**config.mk**
```make
export PLATFORM = sky130hd
export DESIGN_NAME = fifo_stream_reader
export DESIGN_NICKNAME = d
export VERILOG_FILES = /design/src/rtl/fifo_rd_pkg.sv /design/src/rtl/stream_skid2.sv /design/src/rtl/fifo_stream_reader.sv
export SDC_FILE = /design/constraint.sdc
export NUM_CORES = 1
export LEC_CHECK = 0
export BUFFER_PORTS_ARGS = -buffer_cell sky130_fd_sc_hd__buf_2
export CORE_MARGIN = 2
export CORE_UTILIZATION = 50
export DETAILED_ROUTE_END_ITERATION = 12
export PLACE_DENSITY = 0.71
export SETUP_SLACK_MARGIN = 0.3
export SYNTH_ARGS = -nofsm -noshare
export SYNTH_HDL_FRONTEND = slang
export SYNTH_SLANG_ARGS = --single-unit
```
**constraint.sdc**
```tcl
create_clock -name rclk -period 5.3 [get_ports rclk]
set_clock_uncertainty 0.15 [all_clocks]
set_input_delay 0.265 -clock rclk [delete_from_list [all_inputs] [get_ports rclk]]
set_output_delay 0.265 -clock rclk [all_outputs]
set_load 0.05 [all_outputs]
```
**src/rtl/fifo_rd_pkg.sv**
```systemverilog
// Shared types for the FIFO read-side stream reader.
package fifo_rd_pkg;

  localparam int unsigned BUF_DEPTH = 2;

  typedef enum logic [1:0] {
    IDLE  = 2'd0,
    RUN   = 2'd1,
    DRAIN = 2'd2
  } rd_state_e;

endpackage

```
**src/rtl/stream_skid2.sv**
```systemverilog
// Two-entry ordered buffer: push at the tail, pop from the head, entry 0 is always the head.
module stream_skid2
  import fifo_rd_pkg::*;
#(
  parameter int DSIZE = 8
) (
  input  logic             clk,
  input  logic             rst_n,
  input  logic             push_i,
  input  logic [DSIZE-1:0] push_data_i,
  input  logic             pop_i,
  output logic [1:0]       cnt_o,
  output logic [1:0]       cnt_next_o,
  output logic [DSIZE-1:0] head_o
);

  localparam logic [1:0] DEPTH_C = 2'(BUF_DEPTH);

  logic [DSIZE-1:0] mem_q [BUF_DEPTH];
  logic [DSIZE-1:0] mem_d [BUF_DEPTH];
  logic [1:0]       cnt_q;
  logic [1:0]       cnt_d;
  logic [1:0]       slot;
  logic             push_ok;
  logic             pop_ok;

  always_comb begin
    mem_d   = mem_q;
    pop_ok  = pop_i && (cnt_q != 2'd0);
    push_ok = push_i && (cnt_q < DEPTH_C);
    // Tail slot is computed after the pop so a simultaneous push/pop keeps ordering.
    slot    = cnt_q - {1'b0, pop_ok};
    if (pop_ok) begin
      mem_d[0] = mem_q[1];
    end
    if (push_ok) begin
      mem_d[slot[0]] = push_data_i;
    end
    cnt_d = cnt_q + {1'b0, push_ok} - {1'b0, pop_ok};
  end

  always_ff @(posedge clk or negedge rst_n) begin
    if (!rst_n) begin
      cnt_q <= 2'd0;
      for (int i = 0; i < BUF_DEPTH; i++) begin
        mem_q[i] <= '0;
      end
    end else begin
      cnt_q <= cnt_d;
      for (int i = 0; i < BUF_DEPTH; i++) begin
        mem_q[i] <= mem_d[i];
      end
    end
  end

  assign cnt_o      = cnt_q;
  assign cnt_next_o = cnt_d;
  assign head_o     = mem_q[0];

endmodule

```
**src/rtl/fifo_stream_reader.sv**
```systemverilog
// Pops a first-word-fall-through FIFO into a registered valid/ready stream; rinc never sees m_ready.
module fifo_stream_reader
  import fifo_rd_pkg::*;
#(
  parameter int DSIZE = 8,
  parameter int CNT_W = 16
) (
  input  logic             rclk,
  input  logic             rrst_n,
  input  logic [DSIZE-1:0] rdata,
  input  logic             rempty,
  output logic             rinc,
  input  logic             en,
  output logic             m_valid,
  output logic [DSIZE-1:0] m_data,
  input  logic             m_ready,
  output logic [CNT_W-1:0] words_out,
  output logic             idle
);

  localparam logic [1:0] DEPTH_C = 2'(BUF_DEPTH);

  logic [1:0]       cnt;
  logic [1:0]       cnt_next;
  logic             pop;
  rd_state_e        state_q;
  rd_state_e        state_d;
  logic             idle_q;
  logic [CNT_W-1:0] words_q;
  logic [CNT_W-1:0] words_d;

  // Reset gating keeps the pop strobe low while the buffer is being cleared.
  assign rinc    = rrst_n & en & ~rempty & (cnt < DEPTH_C);
  assign m_valid = (cnt != 2'd0);
  assign pop     = m_valid & m_ready;

  stream_skid2 #(
    .DSIZE(DSIZE)
  ) u_buf (
    .clk        (rclk),
    .rst_n      (rrst_n),
    .push_i     (rinc),
    .push_data_i(rdata),
    .pop_i      (pop),
    .cnt_o      (cnt),
    .cnt_next_o (cnt_next),
    .head_o     (m_data)
  );

  always_comb begin
    state_d = state_q;
    words_d = words_q + {{(CNT_W-1){1'b0}}, pop};
    unique case (state_q)
      IDLE: begin
        if (en) state_d = RUN;
      end
      RUN: begin
        if (!en) state_d = (cnt_next != 2'd0) ? DRAIN : IDLE;
      end
      DRAIN: begin
        if (en) begin
          state_d = RUN;
        end else if (cnt_next == 2'd0) begin
          state_d = IDLE;
        end
      end
      default: state_d = IDLE;
    endcase
  end

  always_ff @(posedge rclk or negedge rrst_n) begin
    if (!rrst_n) begin
      state_q <= IDLE;
      idle_q  <= 1'b1;
      words_q <= '0;
    end else begin
      state_q <= state_d;
      idle_q  <= (state_d == IDLE);
      words_q <= words_d;
    end
  end

  assign words_out = words_q;
  assign idle      = idle_q;

endmodule

```
==> impl_metrics.toml <==
[run_status]
outcome = "completed"

[pwr]
seqPwrFrac_pct = 41.6
ir_worst_vdd_v = 0.000282
switching_share_pct = 44.6
power_density_mw_per_mm2 = 544
total_power_w = 0.00109
p_leak_nw = 1.03
p_comb_share_pct = 45.1
clockPowerShare_pct = 13.3
p_switching_w = 0.000484
intPower_w = 0.000602

[drt]
antenna_left = 0
routed_wl_mm = 2.75
viasPerCell = 4.87
vias = 1101
wl_per_cell_um = 12.2
dr.first_iter.drc_count = 44
drc_errors = 0
drtPass1Iterations = 4

[synth]
ys_async_sr_fraction_pct = 100
yosysTopAreaCell = "dfrtp_1"
avgSynthCellArea_sq_um = 12.3
synthTopCellsByArea = "dfrtp_1 (54%), mux2_2 (5.4%), mux2i_1 (4.8%), xnor2_1 (4.2%), buf_4 (4.0%)"
ys_warn_count = 0
synth-edff-count = 0
netlist.area_leader.share_pct = 53.6
ys.flop_type = "dfrtp_1"
syn-cell-area_sq_mm = 0.00168
ys_seq_elements = 37
ys_seq_area_share_pct = 55.2
syn-num-nets = 154
syn_inst = 137
synthDistinctLibCells = 29

[sta]
hold_violations = 0
max_freq_mhz = 375
fin_crit_ps = 2660
setup-tns-final_ps = 0
finalSetupViolCount = 0
worst_pin_slew_ps = 477
final.period_utilization_pct = 50.3
slew_headroom_pct = 68.2
maxSlewViolCount = 0
rsz0062_at_grt = "no"

[clock_tree]
cts_resized = 0
htreeDepth = 2
cts.sinks = 37
numCtsBuffers = 5
insertion_delay_ps = 330
cts_buffer_depth = 2
cts_root_buffer = "clkbuf_4"
post_cts_buffers = 0
cts_hold_buf = 8
clk_pin_slew_ps = 100
cts_tree = "done"

[run]
maxCapViolCount = 0

[min_path]
hp-class = "input pin to flop"
worstHoldStart = "rdata[3]"
holdPathEnd = "u_buf.head_o[3]"
hold_depth = 3

[floorplanning]
ios = 40
die_area_sq_mm = 0.00384
num_rows = 21
core_sq_mm = 0.00328
start_util_pct = 51.2
die_h_um = 62.0
die_w_um = 62.0

[cells_and_area]
mostFrequentLayoutCells = "buf_2 (39), dfrtp_1 (36), nand2_1 (13)"
layout-drive-gt1-share_pct = 34.4
syn_to_final_growth_pct = 18.8
final_core_util_pct = 60.8
finalInstanceArea_sq_mm = 0.00200
diodes = 0
final_cells = 226
nets = 197
final_common_cell = "buf_2"

[place]
dpl.cell_count = 211
post-dp-hpwl_mm = 1.96
port_buffers = 39
post_dp_cell_area_sq_mm = 0.00186
place_congestion = 0.706

[grt]
grt_pass1_vias = 997
grt_max_degree = 40
grt.total_usage_pct = 16.3
grt_pass1_wl_mm = 4.38
antenna_found_initial = 0
overflow = 0

[setup_path]
cp-start-kind = "flop"
reg2regPathDepth = 10
slowest_stage = "dfrtp_1"
crit_arrival_ps = 2780
end_kind = "flop"
r2r-end = "idle"
r2r-start = "u_buf.cnt_o[1]"
max_stage_delay_ps = 420
crit_family = "simple AND/OR/NAND/NOR gates"
cp.required_ps = 5410
path_buf_inv = 2
reg2reg_slack_ps = 2640
cp_cell_sequence = "or2_2 -> nand2_4 -> inv_1 -> ha_1 -> inv_1 -> ha_1 -> xor3_1 -> nor2_1 -> nor2_1 -> o21ai_0"
critPathMaxFanout = 9
crit_type = "flop to flop"
-- through the flow --
step | hold slack [ps] | setup slack (ps)
finish | 11.9 | 2640
global route | 24.0 | 2450
CTS | 0.561 | 2620
detailed placement | 190 | 2610
global placement | 179 | 2800
floorplan | -181 | 2590
-- layout make-up --
class                      instances  area, sq um
inverter                           4         15.0
fill                             258         1290
timing repair buffer              48          283
tap                               46         57.6
clock buffer                       7         55.1
sequential                        37          927
multi-input combinational         84          658
-- tightest hold or removal path: stages --
cell and delay [ps]:
buf_2 90, nand2_1 40, o21ai_0 70
-- routing by layer --
layer / up-vias / track usage [%] / wire (um) / share of wire [%]
met5: - / 0 / 0 / 0
met4: 0 / 7.29 / 51 / 1.9
li1: 541 / - / - / -
met3: 5 / 5.80 / 150 / 5.4
met1: 522 / 20.4 / 1250 / 45
met2: 33 / 25.3 / 1310 / 47
-- power groups by stage --
stage | Clock (W) | Combinational [W] | Sequential, W
global route | 0.000165 | 0.000529 | 0.000465
finish | 0.000144 | 0.000490 | 0.000452
global placement | 0 | 0.000480 | 0.000451
floorplan | 0 | 0.000336 | 0.000538
detailed placement | 0 | 0.000489 | 0.000457
CTS | 0.000152 | 0.000494 | 0.000451
-- how the worst max path moves through the flow --
stage,startpoint,to,cells after the start
2_1_floorplan,u_buf.cnt_o[1],idle,12
3_3_place_gp,u_buf.cnt_o[1],idle,10
3_5_place_dp,u_buf.cnt_o[1],idle,10
4_1_cts,u_buf.cnt_o[1],idle,10
5_1_grt,u_buf.cnt_o[1],idle,10
6_report,u_buf.cnt_o[1],idle,10
-- cell families (layout without fill, tap and decap cells) --
group	Yosys count	count (layout)	synth area share, %
xor+xnor	15	15	8.71
mux	16	16	10.1
simple gates	40	40	14.7
buf+inv	16	59	5.66
flops	37	37	55.2
compound gates	9	9	2.68
fa+ha+maj	4	4	2.98
-- cells in the mapped netlist, types with 2 or more instances --
master    number
nor2_1         6
mux2i_1        8
ha_1           4
o21ai_0        9
inv_1          4
xor2_1         6
and2_1         3
xnor2_1        8
nand2_1       13
nand4_1        2
buf_4          9
clkbuf_1       2
dfrtp_1       36
nand3_1        5
mux2_2         8
No activity file was read; power rests on OpenSTA's default activity.
